$ cat src/rtl/vbb_video_timing_gen.sv
// Raster timing generator: free-running h/v counters with fully registered
// sync, blank, active-video and start-pulse decodes, all aligned to pix_x/pix_y.
module vbb_video_timing_gen #(
  parameter int H_ACTIVE  = 640,
  parameter int H_FP      = 16,
  parameter int H_SYNC    = 96,
  parameter int H_BP      = 48,
  parameter int V_ACTIVE  = 480,
  parameter int V_FP      = 10,
  parameter int V_SYNC    = 2,
  parameter int V_BP      = 33,
  parameter bit HSYNC_POL = 1'b0,
  parameter bit VSYNC_POL = 1'b0,
  parameter int CNT_W     = 12
) (
  input  logic             clk,
  input  logic             ext_reset,
  input  logic             ce,
  output logic [CNT_W-1:0] pix_x,
  output logic [CNT_W-1:0] pix_y,
  output logic             hsync,
  output logic             vsync,
  output logic             hblank,
  output logic             vblank,
  output logic             active_video,
  output logic             line_start,
  output logic             frame_start
);

  localparam int H_TOTAL  = H_ACTIVE + H_FP + H_SYNC + H_BP;
  localparam int V_TOTAL  = V_ACTIVE + V_FP + V_SYNC + V_BP;
  localparam int HS_START = H_ACTIVE + H_FP;
  localparam int HS_END   = HS_START + H_SYNC;
  localparam int VS_START = V_ACTIVE + V_FP;
  localparam int VS_END   = VS_START + V_SYNC;

  logic             h_wrap;
  logic             v_wrap;
  logic [CNT_W-1:0] h_next;
  logic [CNT_W-1:0] v_next;
  int               h_next_i;
  int               v_next_i;
  logic             hsync_next;
  logic             vsync_next;
  logic             hblank_next;
  logic             vblank_next;

  // Next position; decodes are taken from it so every registered output
  // describes the same position as pix_x/pix_y after the edge.
  always_comb begin
    h_wrap = (int'(pix_x) == H_TOTAL - 1);
    v_wrap = (int'(pix_y) == V_TOTAL - 1);
    h_next = h_wrap ? '0 : pix_x + CNT_W'(1);
    v_next = pix_y;
    if (h_wrap) begin
      v_next = v_wrap ? '0 : pix_y + CNT_W'(1);
    end
    h_next_i    = int'(h_next);
    v_next_i    = int'(v_next);
    hblank_next = (h_next_i >= H_ACTIVE);
    vblank_next = (v_next_i >= V_ACTIVE);
    hsync_next  = ((h_next_i >= HS_START) && (h_next_i < HS_END)) ? HSYNC_POL : ~HSYNC_POL;
    vsync_next  = ((v_next_i >= VS_START) && (v_next_i < VS_END)) ? VSYNC_POL : ~VSYNC_POL;
  end

  always_ff @(posedge clk) begin
    if (ext_reset) begin
      // Park at the start of vertical front porch so vblank is high throughout reset.
      pix_x        <= '0;
      pix_y        <= CNT_W'(V_ACTIVE);
      hblank       <= 1'b0;
      vblank       <= 1'b1;
      active_video <= 1'b0;
      hsync        <= ~HSYNC_POL;
      vsync        <= ~VSYNC_POL;
      line_start   <= 1'b0;
      frame_start  <= 1'b0;
    end else if (ce) begin
      pix_x        <= h_next;
      pix_y        <= v_next;
      hblank       <= hblank_next;
      vblank       <= vblank_next;
      active_video <= ~hblank_next & ~vblank_next;
      hsync        <= hsync_next;
      vsync        <= vsync_next;
      line_start   <= (h_next == '0);
      frame_start  <= (h_next == '0) && (v_next == '0);
    end else begin
      line_start   <= 1'b0;
      frame_start  <= 1'b0;
    end
  end

endmodule

$ cat config.mk
export PLATFORM = sky130hd
export DESIGN_NAME = vbb_video_timing_gen
export DESIGN_NICKNAME = d
export VERILOG_FILES = /design/src/rtl/vbb_video_timing_gen.sv
export SDC_FILE = /design/constraint.sdc
export NUM_CORES = 1
export LEC_CHECK = 0
export ABC_AREA = 1
export CORE_UTILIZATION = 42
export CTS_BUF_LIST = sky130_fd_sc_hd__clkbuf_8 sky130_fd_sc_hd__clkbuf_16
export DETAILED_ROUTE_END_ITERATION = 10
export SLEW_MARGIN = 20
export SYNTH_ARGS = -nofsm -noshare
export SYNTH_HDL_FRONTEND = slang
export SYNTH_SLANG_ARGS = --single-unit
$ cat constraint.sdc
create_clock -name clk -period 1.9 [get_ports clk]
set_input_delay 0.57 -clock clk [delete_from_list [all_inputs] [get_ports clk]]
set_output_delay 0.57 -clock clk [all_outputs]
set_load 0.02 [all_outputs]
== Yosys cells after proc, flatten, opt, wreduce, memory -nomap -nowiden ==
Index checks and enable logic that the tools add are counted.

* Flip-flop bits (word level): 31
* Bits of input ports: 3

* Mux-type cells: 5
* Add/subtract/negate cells: 2
* Order comparisons: 6
* Bitwise gates (word level): 4
* Reduce and logical (&&, ||, !) cells: 6
* Equality and inequality tests: 2

{| class="wikitable"
|+ Operators with widths
! cell !! count
|-
| $mux W12 || 3
|-
| $add A12 B1 Y12 const B || 2
|-
| $eq A12 B11 Y1 const B || 2
|-
| $ge A12 B10 Y1 const B || 2
|-
| $ge A12 B9 Y1 const B || 2
|-
| $logic_not A12 Y1 || 2
|-
| $lt A12 B10 Y1 const B || 1
|-
| $lt A12 B9 Y1 const B || 1
|-
| $logic_and A1 B1 Y1 || 3
|-
| $not A1 Y1 || 3
|-
| $mux W1 || 2
|-
| $reduce_or A2 Y1 || 1
|-
| $and A1 B1 Y1 || 1
|}

== Depth between registers and ports, before layout ==
* Word-level depth: 6
* Gate-level depth with buffers: 15
* Depth with buffers taken out: 14

== Least setup slack after synthesis ==
OpenSTA, ideal clock, no wires.

* Path type: flip-flop to flip-flop
* Start: reg pix_x[0]
* End: reg vsync
* Setup time: 115 ps
* Cell stages (with the launch flop): 14
* Required time: 1,785 ps
* Slack: 108 ps
* Arrival: 1,677 ps
* Path buffers: 1
* Clock period less this slack: 1,792 ps
* Path through: dfxtp_1 ha_1 nand2_2 nor2_4 nand3b_1 buf_6 nand2_2 nand2_2 nor2_1 nand2_1 nor2_1 nand2_1 nand2_1 nand2_1

* Cells in the longest elaborated chain, start to end: 5
* Elaborated cells on any way between the ends: 6
* Those cells by class: order compare (2); eq/ne (1); mux (2); reduce/logical (1)

{| class="wikitable"
|+ Ends and longest elaborated chain
! what !! line !! RTL
|-
| start, declared || 19 || <nowiki>output logic [CNT_W-1:0] pix_x,</nowiki>
|-
| start signal, assigned || 79 || <nowiki>pix_x <= h_next;</nowiki>
|-
| $eq A12 B11 Y1 (*) || 51 || <nowiki>h_wrap = (int'(pix_x) == H_TOTAL - 1);</nowiki>
|-
| $mux W12 (*) || 55 || <nowiki>if (h_wrap) begin</nowiki>
|-
| $ge A12 B9 Y1 or $lt A12 B9 Y1 (tied branches) || 63 || <nowiki>vsync_next = ((v_next_i >= VS_START) && (v_next_i < VS_END)) ? VSYNC_POL : ~VSYNC_POL;</nowiki>
|-
| $logic_and A1 B1 Y1 (*) || 63 ||
|-
| $mux W1 (*) || 63 ||
|-
| end signal, assigned || 75 || <nowiki>vsync <= ~VSYNC_POL;</nowiki>
|-
| end signal, assigned || 85 || <nowiki>vsync <= vsync_next;</nowiki>
|-
| end, declared || 22 || <nowiki>output logic vsync,</nowiki>
|}

Every way passes the cells marked *; elsewhere a longest branch is shown, timed or not.
A chain may end at the register's enable or synchronous reset.

== Final worst setup path ==
* Start: reg pix_y[11]
* End: out pix_y[11]

{| class="wikitable"
|+ RTL lines
! what !! line !! RTL
|-
| start, declared || 20 || <nowiki>output logic [CNT_W-1:0] pix_y,</nowiki>
|-
| start signal, assigned || 70 || <nowiki>pix_y <= CNT_W'(V_ACTIVE);</nowiki>
|-
| start signal, assigned || 80 || <nowiki>pix_y <= v_next;</nowiki>
|}

No word-level cell between the ends.

==> run summary <==
run status = completed
DR pass1 iterations = 4
port bufs = 33
Seq. cell area = 636 sq um
clock period minus worst slack = 1.84 ns
ranking of synthesized cells by area = dfxtp_1 (29%), nand2_1 (19%), nor2_1 (8.8%), inv_1 (7.2%), o21ai_0 (6.8%)
Slowest cell on crit path = clkdlybuf4s50_1
area of the multi-input gates = 1320 sq um
DR vias/cell = 4.89
Seq cells post-synth = 31
Hold Crit Class = flip-flop to flip-flop
Synth Flop Type = dfxtp_1
cell taking the most area after synthesis = dfxtp_1
Max Cap Violations = 0
Overall Global Routing Usage = 23.9%
fin cells = 482
Starting Density = 44.5%
setup TNS = 0 ns
CP max stage delay = 0.62 ns
Post-DP HPWL = 4430 um
DR vias = 2359
share of layout cells above drive strength 1 = 18.8%
first-pass GRT wire length = 9890 um
CTS Buf Count = 5
Hold Violations, Final = 0
residual DRC count = 0
pin count of the biggest net entering global routing = 17
Max VDD drop = 0.337 mV
startpoint types = flip-flop
placed cell area = 2640 sq um
Seq/Total Area, Yosys = 29.0%
Worst Path Required = 1.33 ns
vias in the first global route = 2099
hold_buf cts = 0
busiest layer in global routing = met2
post-synthesis async set-or-reset flop share = 0%
I/O pins = 34
placed cells = 470
met3 Resource Use GR = 5.62%
CP Capture Type = output pin
Slew HR = 82.4%
Final #Nets = 421
Netlist cell types = 23
M1 GR Usage = 29.7%
final worst setup slack = 0.0579 ns
Mapped Area = 2140 sq um
CP Data Arrival Time = 1.27 ns
worst-path cell chain = clkdlybuf4s50_1
Ant. Diodes = 0
Max Transition Viols Final = 0
height of the die = 73.4 um
max frequency = 0.543 GHz
syn_area_per_cell = 5.92 sq um
gr ovfl total = 0
Place WS = 0.0627 ns
warnings from Yosys = 0
Yosys top cell area share = 29.0%
met2 GRT Util = 41.4%
CP Buf/Inv Count = 1
Layout fillers = 520
clk_lat worst skew = 0.29 ns
Final period util = 97.0%
fin area = 2830 sq um
CTS tree = yes
synthesized instance count = 362
die area = 5390 sq um
Area Overhead vs Synth = 32.0%
unrepaired setup endpoints after global routing = true
worst-path fanout max = 4
RePlAce Congestion = 0.870
CTS clk-pin slew, worst paths = 0.06 ns
Final Setup Violations = 0
delay-heaviest family, CP = buffers and inverters
drt initial violations = 112
clock root cell = clkbuf_8
pwr/cell area = 610 nW/um^2
number of nets with antenna violations after routing = 0
Clock Skews = 0.00679 ns
H-tree depth = 2
Pleak = 0.00145 uW
WL/cell = 12.3 um
Die Span X = 73.4 um
WS Path Type = flip-flop to output pin
Mapped Nets = 369
antenna violations before repair = 0
Post-synth EDFFs = 0
core area = 4820 sq um
Num Clock Sinks = 31
deepest clock path buffer count = 2
drt total wl = 5930 um
row cnt = 25
worst slew pin tran = 0.263 ns
==> per-layer routing <==
| layer | vias up | routed length [um] | share of wire [%] |
|---|---|---|---|
| li1 | 1249 | - | - |
| met1 | 1050 | 2750 | 46 |
| met2 | 49 | 2860 | 48 |
| met3 | 11 | 227 | 3.8 |
| met4 | 0 | 95 | 1.6 |
| met5 | - | 0 | 0 |
==> metrics by stage <==
stage	util [%]	hold WS, ns	total power (uW)
global placement	54.8	0.470	1160
CTS	56.4	0.482	1720
detailed placement	54.8	0.461	1160
global route	58.7	0.503	1830
finish	58.7	0.476	1730
floorplan	-	0.585	997
==> path summary, 6_finish.rpt <==
kind,to,startpoint,cells past startpoint,slack [ns]
setup reg to reg,frame_start,pix_x[0],14,0.11
hold reg to reg,vblank,vblank,2,0.48
hold / removal,vblank,vblank,2,0.48
setup / recovery,pix_y[11],pix_y[11],1,0.06
==> power breakdown <==
part | total [uW] | internal, uW | switching (uW)
combinational | 396 | 154 | 242
sequential | 747 | 694 | 52.7
clock | 583 | 325 | 258
==> cell type report <==
cell class / instances / area share, %
clock inverters: 1 / 0.133
multi-input cells: 273 / 46.7
flip-flops and latches: 31 / 22.5
well taps: 67 / 2.96
repair buffers: 58 / 18.3
inverters: 45 / 5.97
clock buffers: 7 / 3.41
==> flip-flops by register name, indices dropped and copies added (netlist names) <==
register and cells:
vsync 1, pix_y 12, vblank 1, line_start 1, hsync 1, hblank 1, active_video 1, pix_x 12
frame_start 1
==> cells in the mapped netlist, types with 4 or more instances <==
library cell and count:
a21oi_1 23, clkbuf_1 8, dfxtp_1 31, ha_1 4, inv_1 41, inv_2 4, nand2_1 107, nand2_2 9
nand3_1 25, nand4_1 10, nor2_1 50, nor2_2 4, nor2_4 4, o21ai_0 29
==> repair_timing <==
item,CTS,global route
pin swaps,0,5
setup endpoints to repair,20,7
setup buffers,0,4
resized for setup,21,31
gates cloned,0,0
==> layout by cell type, fill, tap and decap left out <==
cell             synthesis  final
dlymetal6s2s_1           0      2
nand2_4                  0      1
nand3_2                  1      1
nor2_4                   4      6
nand3b_1                 1      1
ha_1                     4      3
nor2_2                   4      8
buf_6                    3      2
buf_12                   0      1
nand2_2                  9     13
dfxtp_2                  0     12
inv_1                   41     42
nor2_1                  50     44
clkdlybuf4s50_1          0     11
nor3_1                   1      1
dfxtp_1                 31     19
buf_4                    1     22
o21ai_0                 29     28
nand4_1                 10     10
ha_2                     0      1
o211ai_1                 1      1
nand2_1                107    102
dlygate4sd2_1            0     20
xor2_1                   3      3
nand3_1                 25     25
clkbuf_8                 0      7
o21ai_1                  0      1
inv_2                    4      4
a211oi_1                 1      1
a21oi_1                 23     23
==> logic make-up after synthesis <==
| family | count (synthesis) | synth area share (%) |
|---|---|---|
| simple gates | 212 | 43.2 |
| buf+inv | 58 | 11.4 |
| compound gates | 54 | 12.8 |
| flops | 31 | 29.0 |
| fa+ha+maj | 4 | 2.34 |
| xor+xnor | 3 | 1.23 |
(Power assumes the default switching activity.)
